### src/rtl/uart_pkg.sv
// Shared definitions for the UART bus controller: register map, IIR codes,
// LCR/LSR bit positions and the bus FSM state type.
package uart_pkg;

  localparam logic [2:0] ADDR_THR   = 3'd0;
  localparam logic [2:0] ADDR_RBR   = 3'd0;
  localparam logic [2:0] ADDR_IER   = 3'd1;
  localparam logic [2:0] ADDR_IIR   = 3'd2;
  localparam logic [2:0] ADDR_LCR   = 3'd3;
  localparam logic [2:0] ADDR_LSR   = 3'd4;
  localparam logic [2:0] ADDR_BAUD0 = 3'd5;
  localparam logic [2:0] ADDR_BAUD1 = 3'd6;
  localparam logic [2:0] ADDR_BAUD2 = 3'd7;

  localparam logic [2:0] IIR_ERR  = 3'b110;
  localparam logic [2:0] IIR_RX   = 3'b100;
  localparam logic [2:0] IIR_TX   = 3'b010;
  localparam logic [2:0] IIR_NONE = 3'b001;

  localparam int unsigned IER_RX  = 0;
  localparam int unsigned IER_TX  = 1;
  localparam int unsigned IER_ERR = 2;

  localparam int unsigned LCR_CHECK    = 4;
  localparam int unsigned LCR_PARITY   = 5;
  localparam int unsigned LCR_ST_CHECK = 6;
  localparam logic [6:0]  LCR_RST      = 7'h08;

  localparam int unsigned LSR_RX_AVAIL = 0;
  localparam int unsigned LSR_P_ERR    = 1;
  localparam int unsigned LSR_ST_ERR   = 2;
  localparam int unsigned LSR_TX_FULL  = 3;
  localparam int unsigned LSR_TX_IDLE  = 4;
  localparam int unsigned LSR_RX_WORK  = 5;

  typedef enum logic [2:0] {
    ST_IDLE,
    ST_WR_THR,
    ST_RD_POP,
    ST_RD_WAIT,
    ST_DONE
  } bus_state_e;

endpackage

### src/rtl/uart_bus_ctrl_if.sv
// Simple 8-bit synchronous CPU bus: cs held until the one-cycle ready strobe.
interface uart_bus_ctrl_if;
  logic       cs;
  logic       we;
  logic [2:0] addr;
  logic [7:0] wdata;
  logic [7:0] rdata;
  logic       ready;

  modport master (output cs, we, addr, wdata, input rdata, ready);
  modport slave  (input cs, we, addr, wdata, output rdata, ready);
endinterface

### src/rtl/uart_irq_ctrl.sv
// Tx-empty event flag, prioritised IIR encode and registered interrupt line.
module uart_irq_ctrl
  import uart_pkg::*;
(
  input  logic       clk,
  input  logic       rstn,
  input  logic [2:0] ier,
  input  logic       p_error,
  input  logic       st_error,
  input  logic       rx_fifo_empty,
  input  logic       tx_idle,
  input  logic       iir_clr,
  input  logic       thr_wr,
  output logic [2:0] iir,
  output logic       irq
);

  logic flag_q, flag_d;
  logic tx_idle_q, tx_idle_d;
  logic ier_tx_q, ier_tx_d;
  logic irq_q, irq_d;
  logic flag_set;

  always_comb begin
    flag_set  = (tx_idle && !tx_idle_q) || (ier[IER_TX] && !ier_tx_q && tx_idle);
    flag_d    = flag_q;
    // clearing takes precedence over a coincident set
    if (iir_clr || thr_wr) flag_d = 1'b0;
    else if (flag_set)     flag_d = 1'b1;
    tx_idle_d = tx_idle;
    ier_tx_d  = ier[IER_TX];

    iir = IIR_NONE;
    if ((p_error || st_error) && ier[IER_ERR]) iir = IIR_ERR;
    else if (!rx_fifo_empty && ier[IER_RX])    iir = IIR_RX;
    else if (flag_q && ier[IER_TX])            iir = IIR_TX;
    irq_d = (iir != IIR_NONE);
  end

  always_ff @(posedge clk or negedge rstn) begin
    if (!rstn) begin
      flag_q    <= 1'b0;
      tx_idle_q <= 1'b1;
      ier_tx_q  <= 1'b0;
      irq_q     <= 1'b0;
    end else begin
      flag_q    <= flag_d;
      tx_idle_q <= tx_idle_d;
      ier_tx_q  <= ier_tx_d;
      irq_q     <= irq_d;
    end
  end

  assign irq = irq_q;

endmodule

### src/rtl/uart_bus_ctrl.sv
// CPU register front end for UART_TOP: bus FSM, staged line/baud config,
// FIFO push/pop and error-ack pulses, and the interrupt controller.
module uart_bus_ctrl
  import uart_pkg::*;
#(
  parameter int          CLK_FREQ     = 50_000_000,
  parameter int unsigned DEFAULT_BAUD = 115200,
  parameter int unsigned FIFO_RD_LAT  = 1
) (
  input  logic                  clk,
  input  logic                  rstn,
  uart_bus_ctrl_if.slave        bus,
  output logic                  irq,
  output logic [19:0]           uart_buad,
  output logic [3:0]            data_length,
  output logic                  check,
  output logic                  st_check,
  output logic                  parity,
  output logic [7:0]            tx_in_data,
  output logic                  tx_fifo_write,
  output logic                  rx_fifo_read,
  output logic                  p_error_ack,
  output logic                  st_error_ack,
  input  logic                  st_error,
  input  logic                  p_error,
  input  logic                  rx_fifo_empty,
  input  logic                  rx_work,
  input  logic                  tx_fifo_full,
  input  logic                  tx_work,
  input  logic [4:0]            rx_fifo_cnt,
  input  logic [4:0]            tx_fifo_cnt,
  input  logic [7:0]            data_to_reg
);

  localparam logic [19:0] BAUD_RST = 20'(DEFAULT_BAUD);
  localparam logic [1:0]  LAT_LAST = 2'(FIFO_RD_LAT - 1);

  if (FIFO_RD_LAT < 1 || FIFO_RD_LAT > 3 || CLK_FREQ <= 0) begin : g_bad_param
    $error("uart_bus_ctrl: FIFO_RD_LAT must be 1..3 and CLK_FREQ positive");
  end

  bus_state_e  state_q, state_d;
  logic [1:0]  lat_cnt_q, lat_cnt_d;
  logic [7:0]  rdata_q, rdata_d;
  logic [7:0]  tx_data_q, tx_data_d;
  logic        p_ack_q, p_ack_d;
  logic        st_ack_q, st_ack_d;
  logic [2:0]  ier_q, ier_d;
  logic [6:0]  lcr_sh_q, lcr_sh_d;
  logic [19:0] baud_sh_q, baud_sh_d;
  logic [6:0]  lcr_q, lcr_d;
  logic [19:0] baud_q, baud_d;
  logic        commit_q, commit_d;

  logic        tx_idle;
  logic [7:0]  lsr;
  logic [7:0]  reg_rd;
  logic [2:0]  iir;
  logic        accept;
  logic        iir_clr;
  logic        thr_wr;
  logic        unused_ok;

  assign unused_ok = ^rx_fifo_cnt;
  assign tx_idle   = (tx_fifo_cnt == 5'd0) && !tx_work;
  assign accept    = (state_q == ST_IDLE) && bus.cs;
  assign thr_wr    = accept && bus.we && (bus.addr == ADDR_THR);
  assign iir_clr   = accept && !bus.we && (bus.addr == ADDR_IIR) && (iir == IIR_TX);

  always_comb begin
    lsr               = '0;
    lsr[LSR_RX_AVAIL] = !rx_fifo_empty;
    lsr[LSR_P_ERR]    = p_error;
    lsr[LSR_ST_ERR]   = st_error;
    lsr[LSR_TX_FULL]  = tx_fifo_full;
    lsr[LSR_TX_IDLE]  = tx_idle;
    lsr[LSR_RX_WORK]  = rx_work;

    reg_rd = '0;
    case (bus.addr)
      ADDR_IER:   reg_rd = {5'b0, ier_q};
      ADDR_IIR:   reg_rd = {5'b0, iir};
      ADDR_LCR:   reg_rd = {1'b0, lcr_sh_q};
      ADDR_LSR:   reg_rd = lsr;
      ADDR_BAUD0: reg_rd = baud_sh_q[7:0];
      ADDR_BAUD1: reg_rd = baud_sh_q[15:8];
      ADDR_BAUD2: reg_rd = {4'b0, baud_sh_q[19:16]};
      default:    reg_rd = '0;
    endcase
  end

  always_comb begin
    state_d   = state_q;
    lat_cnt_d = lat_cnt_q;
    rdata_d   = rdata_q;
    tx_data_d = tx_data_q;
    p_ack_d   = 1'b0;
    st_ack_d  = 1'b0;
    ier_d     = ier_q;
    lcr_sh_d  = lcr_sh_q;
    baud_sh_d = baud_sh_q;
    lcr_d     = lcr_q;
    baud_d    = baud_q;
    commit_d  = commit_q;

    // commit uses the pre-write shadows; a write in the same cycle re-arms it below
    if (commit_q && !tx_work && !rx_work) begin
      lcr_d    = lcr_sh_q;
      baud_d   = baud_sh_q;
      commit_d = 1'b0;
    end

    case (state_q)
      ST_IDLE: begin
        if (bus.cs) begin
          state_d = ST_DONE;
          if (bus.we) begin
            case (bus.addr)
              ADDR_THR: begin
                tx_data_d = bus.wdata;
                state_d   = ST_WR_THR;
              end
              ADDR_IER:   ier_d = bus.wdata[2:0];
              ADDR_LCR: begin
                lcr_sh_d = bus.wdata[6:0];
                commit_d = 1'b1;
              end
              ADDR_BAUD0: baud_sh_d[7:0]   = bus.wdata;
              ADDR_BAUD1: baud_sh_d[15:8]  = bus.wdata;
              ADDR_BAUD2: begin
                baud_sh_d[19:16] = bus.wdata[3:0];
                commit_d         = 1'b1;
              end
              default: ;
            endcase
          end else if (bus.addr == ADDR_RBR) begin
            if (rx_fifo_empty) rdata_d = '0;
            else               state_d = ST_RD_POP;
          end else begin
            rdata_d = reg_rd;
            if (bus.addr == ADDR_LSR) begin
              p_ack_d  = p_error;
              st_ack_d = st_error;
            end
          end
        end
      end
      ST_WR_THR: if (!tx_fifo_full) state_d = ST_DONE;
      ST_RD_POP: begin
        lat_cnt_d = '0;
        state_d   = ST_RD_WAIT;
      end
      ST_RD_WAIT: begin
        if (lat_cnt_q == LAT_LAST) begin
          rdata_d = data_to_reg;
          state_d = ST_DONE;
        end else begin
          lat_cnt_d = lat_cnt_q + 2'd1;
        end
      end
      ST_DONE: state_d = ST_IDLE;
      default: state_d = ST_IDLE;
    endcase
  end

  always_ff @(posedge clk or negedge rstn) begin
    if (!rstn) begin
      state_q   <= ST_IDLE;
      lat_cnt_q <= '0;
      rdata_q   <= '0;
      tx_data_q <= '0;
      p_ack_q   <= 1'b0;
      st_ack_q  <= 1'b0;
      ier_q     <= '0;
      lcr_sh_q  <= LCR_RST;
      baud_sh_q <= BAUD_RST;
      lcr_q     <= LCR_RST;
      baud_q    <= BAUD_RST;
      commit_q  <= 1'b0;
    end else begin
      state_q   <= state_d;
      lat_cnt_q <= lat_cnt_d;
      rdata_q   <= rdata_d;
      tx_data_q <= tx_data_d;
      p_ack_q   <= p_ack_d;
      st_ack_q  <= st_ack_d;
      ier_q     <= ier_d;
      lcr_sh_q  <= lcr_sh_d;
      baud_sh_q <= baud_sh_d;
      lcr_q     <= lcr_d;
      baud_q    <= baud_d;
      commit_q  <= commit_d;
    end
  end

  uart_irq_ctrl u_irq (
    .clk           (clk),
    .rstn          (rstn),
    .ier           (ier_q),
    .p_error       (p_error),
    .st_error      (st_error),
    .rx_fifo_empty (rx_fifo_empty),
    .tx_idle       (tx_idle),
    .iir_clr       (iir_clr),
    .thr_wr        (thr_wr),
    .iir           (iir),
    .irq           (irq)
  );

  assign bus.rdata     = rdata_q;
  assign bus.ready     = (state_q == ST_DONE);
  assign tx_fifo_write = (state_q == ST_WR_THR) && !tx_fifo_full;
  assign rx_fifo_read  = (state_q == ST_RD_POP);
  assign tx_in_data    = tx_data_q;
  assign p_error_ack   = p_ack_q;
  assign st_error_ack  = st_ack_q;
  assign uart_buad     = baud_q;
  assign data_length   = lcr_q[3:0];
  assign check         = lcr_q[LCR_CHECK];
  assign parity        = lcr_q[LCR_PARITY];
  assign st_check      = lcr_q[LCR_ST_CHECK];

endmodule

### src/flat_wrapper.sv
// flat-port wrapper written by rule: the top's interface ports become plain ports
module uart_bus_ctrl_flat import uart_pkg::*;
#(
  parameter int          CLK_FREQ     = 50_000_000,
  parameter int unsigned DEFAULT_BAUD = 115200,
  parameter int unsigned FIFO_RD_LAT  = 1
)
  (clk, rstn, irq, uart_buad, data_length, check, st_check, parity, tx_in_data, tx_fifo_write, rx_fifo_read, p_error_ack, st_error_ack, st_error, p_error, rx_fifo_empty, rx_work, tx_fifo_full, tx_work, rx_fifo_cnt, tx_fifo_cnt, data_to_reg, bus_cs, bus_we, bus_addr, bus_wdata, bus_rdata, bus_ready);
  uart_bus_ctrl_if bus_i ();
  input  logic clk;
  input  logic rstn;
  output logic irq;
  output logic [19:0] uart_buad;
  output logic [3:0] data_length;
  output logic check;
  output logic st_check;
  output logic parity;
  output logic [7:0] tx_in_data;
  output logic tx_fifo_write;
  output logic rx_fifo_read;
  output logic p_error_ack;
  output logic st_error_ack;
  input  logic st_error;
  input  logic p_error;
  input  logic rx_fifo_empty;
  input  logic rx_work;
  input  logic tx_fifo_full;
  input  logic tx_work;
  input  logic [4:0] rx_fifo_cnt;
  input  logic [4:0] tx_fifo_cnt;
  input  logic [7:0] data_to_reg;
  input wire logic [$bits(bus_i.cs)-1:0] bus_cs;
  input wire logic [$bits(bus_i.we)-1:0] bus_we;
  input wire logic [$bits(bus_i.addr)-1:0] bus_addr;
  input wire logic [$bits(bus_i.wdata)-1:0] bus_wdata;
  output wire logic [$bits(bus_i.rdata)-1:0] bus_rdata;
  output wire logic [$bits(bus_i.ready)-1:0] bus_ready;
  assign bus_i.cs = bus_cs;
  assign bus_i.we = bus_we;
  assign bus_i.addr = bus_addr;
  assign bus_i.wdata = bus_wdata;
  assign bus_rdata = bus_i.rdata;
  assign bus_ready = bus_i.ready;
  uart_bus_ctrl #(.CLK_FREQ(CLK_FREQ), .DEFAULT_BAUD(DEFAULT_BAUD), .FIFO_RD_LAT(FIFO_RD_LAT)) u_core (.clk(clk), .rstn(rstn), .bus(bus_i), .irq(irq), .uart_buad(uart_buad), .data_length(data_length), .check(check), .st_check(st_check), .parity(parity), .tx_in_data(tx_in_data), .tx_fifo_write(tx_fifo_write), .rx_fifo_read(rx_fifo_read), .p_error_ack(p_error_ack), .st_error_ack(st_error_ack), .st_error(st_error), .p_error(p_error), .rx_fifo_empty(rx_fifo_empty), .rx_work(rx_work), .tx_fifo_full(tx_fifo_full), .tx_work(tx_work), .rx_fifo_cnt(rx_fifo_cnt), .tx_fifo_cnt(tx_fifo_cnt), .data_to_reg(data_to_reg));
endmodule
### config.mk
export PLATFORM = sky130hd
export DESIGN_NAME = uart_bus_ctrl_flat
export DESIGN_NICKNAME = d
export VERILOG_FILES = /design/src/rtl/uart_pkg.sv /design/src/rtl/uart_bus_ctrl_if.sv /design/src/rtl/uart_irq_ctrl.sv /design/src/rtl/uart_bus_ctrl.sv /design/src/flat_wrapper.sv
export SDC_FILE = /design/constraint.sdc
export NUM_CORES = 1
export LEC_CHECK = 0
export CORE_MARGIN = 2
export CORE_UTILIZATION = 35
export CTS_CLUSTER_SIZE = 16
export DETAILED_ROUTE_END_ITERATION = 12
export PLACE_DENSITY = 0.64
export SLEW_MARGIN = 20
export SYNTH_ARGS = -nofsm -noshare
export SYNTH_HDL_FRONTEND = slang
export SYNTH_SLANG_ARGS = --single-unit
### constraint.sdc
create_clock -name clk -period 2.4 [get_ports clk]
set_clock_uncertainty 0.05 [all_clocks]
set_input_delay 0.36 -clock clk [delete_from_list [all_inputs] [get_ports clk]]
set_output_delay 0.36 -clock clk [all_outputs]
set_load 0.01 [all_outputs]
==> results.md <==
* Status: complete, no violations
* PortBufs at 82
* Clk buf depth at 2
* Post-route setup slack at 154 ps
* DRT iter0 DRCs at 121
* Max Freq at 445 MHz
* P_int at 3.45 mW
* Initial antenna violation count at 0
* HP Class: reg2reg
* Post-route setup TNS at 0 ps
* Min Clock Period, post-route at 2250 ps
* Dpl ws at 56.5 ps
* Largest net degree at the start of global routing at 49
* Seq/Total Area, Yosys at 54.7%
* DRT Pass-1 Iters at 4
* Final ANT Viol Nets at 0
* PwrDens at 948 mW/mm2
* Clock latency at the later pin of the worst-skew pair at 360 ps
* Detailed Route WL at 9550 um
* Layout cells sized above 1 at 31.6%
* Final Total Pwr at 4.97 mW
* Worst-path maximum fanout at 11
* Via Count at 2823
* Cell leakage power at 2.22 nW
* Synth area leaders: dfrtp_1 47%, mux2_2 20%, dfstp_2 7.4%
* Post-detail-place hpwl at 7050 um
* Multi-input logic area at 0.00168 mm2
* Syn Area/Cell at 12.8 um2
* Logic pwr share at 35.0%
* Crit Path Class: reg2out
* N_diodes at 0
* Slowest cell delay on critical path at 560 ps
* Via density at 5.11
* Boundary Pins at 88
* Final period util at 93.6%
* Net Sw Power at 1.52 mW
* Worst setup SP type: flip-flop
* Synth top area share at 47.3%
* Share of flip-flops with an asynchronous set or reset at 100%
* Global route overflow at 0
* Root buffer cell: clkbuf_8
* Global-route wire length before repair at 15000 um
* WP data required at 1990 ps
* DIE WIDTH at 110 um
* Fill cells at 1022
* Crit path max-delay family: buffers and inverters
* CTS Buf Count at 9
* CP endpoint kind: output pin
* Core area at 0.0109 mm2
* Sequential share of power at 47.2%
* Number of flops mapped to enable cells by yosys at 0
* Clock sink count at 85
* Final hold vios at 0
* # Post-CTS Setup Buffers at 0
* Final nets at 447
* CP Data Arrival Time at 1840 ps
* Top FF cell, synth: dfrtp_1
* Mapped cell area at 0.00392 mm2
* DRC violations left at 0
* GRT Total Usage at 16.7%
* #FFs+latches synth at 85
* Syn nets at 345
* Slowest cell on crit path: clkdlybuf4s50_1
* Rel. slew slack at 57.9%
* Post-Synthesis Cells at 305
* Clock slew at reported path FFs at 80 ps
* WL/cell at 17.3 um
* Unrepaired setup endpoints after global routing: false
* Final setup viols at 0
* Worst vdd ir at 0.372 mV
* Synth cell types at 50
* Worst Path Buf+Inv at 1
* Max-cap violation count at 0
* Commonest non-fill, non-tap cell in the layout: clkdlybuf4s50_1
* Switching share of power at 30.5%
* Area growth syn-to-layout at 33.9%
* Site Rows at 38
* Synth warnings at 0
* Clk pwr share at 17.8%
* Final Slew Violations at 0
* CTS H-Tree Depth at 3
* Commonest non-fill, non-tap cells in the layout: 81 x clkdlybuf4s50_1, 72 x dfrtp_1, 69 x mux2_2
* Critical-path cell list: nand2b_1, nor3_1, clkdlybuf4s50_1
* Vias in the first global route at 2902
* Die Footprint at 0.0121 mm2
* RD Place Congestion at 0.808
* Sequential cell area at 0.00214 mm2
* Slew of the pin with the lowest slew margin at 631 ps
* Cell taking the most area after synthesis: dfrtp_1
* Die height at 110 um
* Starting Density at 36.0%
* CTS tree: built
[metrics by stage]
stage | cells | hold slack [ps] | utilization, % | area, um2
finish | 552 | 425 | 48.1 | 5240
global route | 552 | 449 | 48.1 | 5240
CTS | 552 | 434 | 48.1 | 5240
detailed placement | 535 | 376 | 46.5 | 5060
global placement | 535 | 378 | 46.5 | 5060
floorplan | 305 | 14.4 | - | 3920
[layer usage]
metal | global-route usage [%] | wire length, um
met1 | 23.1 | 4520
met2 | 24.7 | 4350
met3 | 3.14 | 479
met4 | 8.59 | 194
met5 | 0 | 0
[Yosys cell counts (2+ instances only)]
cell	count
nor3b_1	3
nand3b_1	4
nor4b_4	2
nand3_1	5
inv_1	9
nor3_1	3
nand2b_1	4
nor2b_1	4
clkbuf_1	5
nor3_4	2
mux2_1	3
or4_1	3
o211ai_1	3
a221oi_1	5
buf_4	2
dfstp_2	11
a21oi_1	5
buf_2	7
nor2_1	12
nand2_1	14
o31ai_1	3
nand4_1	3
mux2i_1	3
dfrtp_1	74
and4_1	2
mux2_2	69
and3b_1	4
a31oi_1	4
o21ai_0	16
[path summary, 6_finish.rpt]
check,startpoint,to,slack (ps),cells after the start
setup / recovery,u_core.state_q[2]$_DFFE_PN0P_,tx_fifo_write,150,3
hold / removal,u_core.ier_q[1]$_DFFE_PN0P_,u_core.u_irq.ier_tx_q$_DFF_PN0_,430,0
setup reg to reg,u_core.state_q[1]$_DFFE_PN0P_,u_core.ier_q[1]$_DFFE_PN0P_,340,4
hold reg to reg,u_core.ier_q[1]$_DFFE_PN0P_,u_core.u_irq.ier_tx_q$_DFF_PN0_,430,0
max in group asynchronous,rstn,u_core.baud_sh_q[15]$_DFFE_PN1P_,1090,3
min in group asynchronous,rstn,u_core.tx_in_data[1]$_DFFE_PN0P_,520,2
[layout make-up]
type                    instances  area share [%]
inverters                       9           0.644
flip-flops and latches         85            40.9
multi-input cells             197            32.0
clock buffers                  11            2.51
well taps                     140            3.34
repair buffers                105            19.9
clock inverters                 5           0.716
[state kept, by name (all words and copies together), names as in the netlist, 2 cells and up]
register           count
u_core.baud_sh_q      20
u_core.bus.rdata       8
u_core.tx_in_data      8
u_core.uart_buad      20
u_core.lcr_sh_q        7
u_core.state_q         3
u_core.lcr_q           7
u_core.lat_cnt_q       2
u_core.ier_q           3
[what timing repair did]
| item | in CTS | in global routing |
|---|---|---|
| hold buffers | 1 | 0 |
| hold endpoints to repair | 40 | 0 |
| endpoints found under the setup margin | 0 | 2 |
| resized for setup | 0 | 2 |
[power by group through the flow]
stage	Combinational, mW	Sequential, mW	Clock [mW]
3_5_place_dp	1.75	2.38	0
2_1_floorplan	0.754	2.40	0
3_3_place_gp	1.72	2.36	0
4_1_cts	1.76	2.36	0.913
5_1_grt	1.89	2.42	0.971
6_report	1.74	2.35	0.884
[logic make-up (layout without fill, tap and decap cells)]
group                      Yosys count  in the layout  share of synthesized area, %
AOI/OAI and AO/OA                   49             49                          8.56
adders and majority gates            1              1                         0.319
muxes                               76             76                          22.0
DFF                                 85             85                          54.7
buffers and inverters               23            130                          2.62
and+or+nand+nor                     71             71                          11.8
No activity file was read; power rests on OpenSTA's default activity.
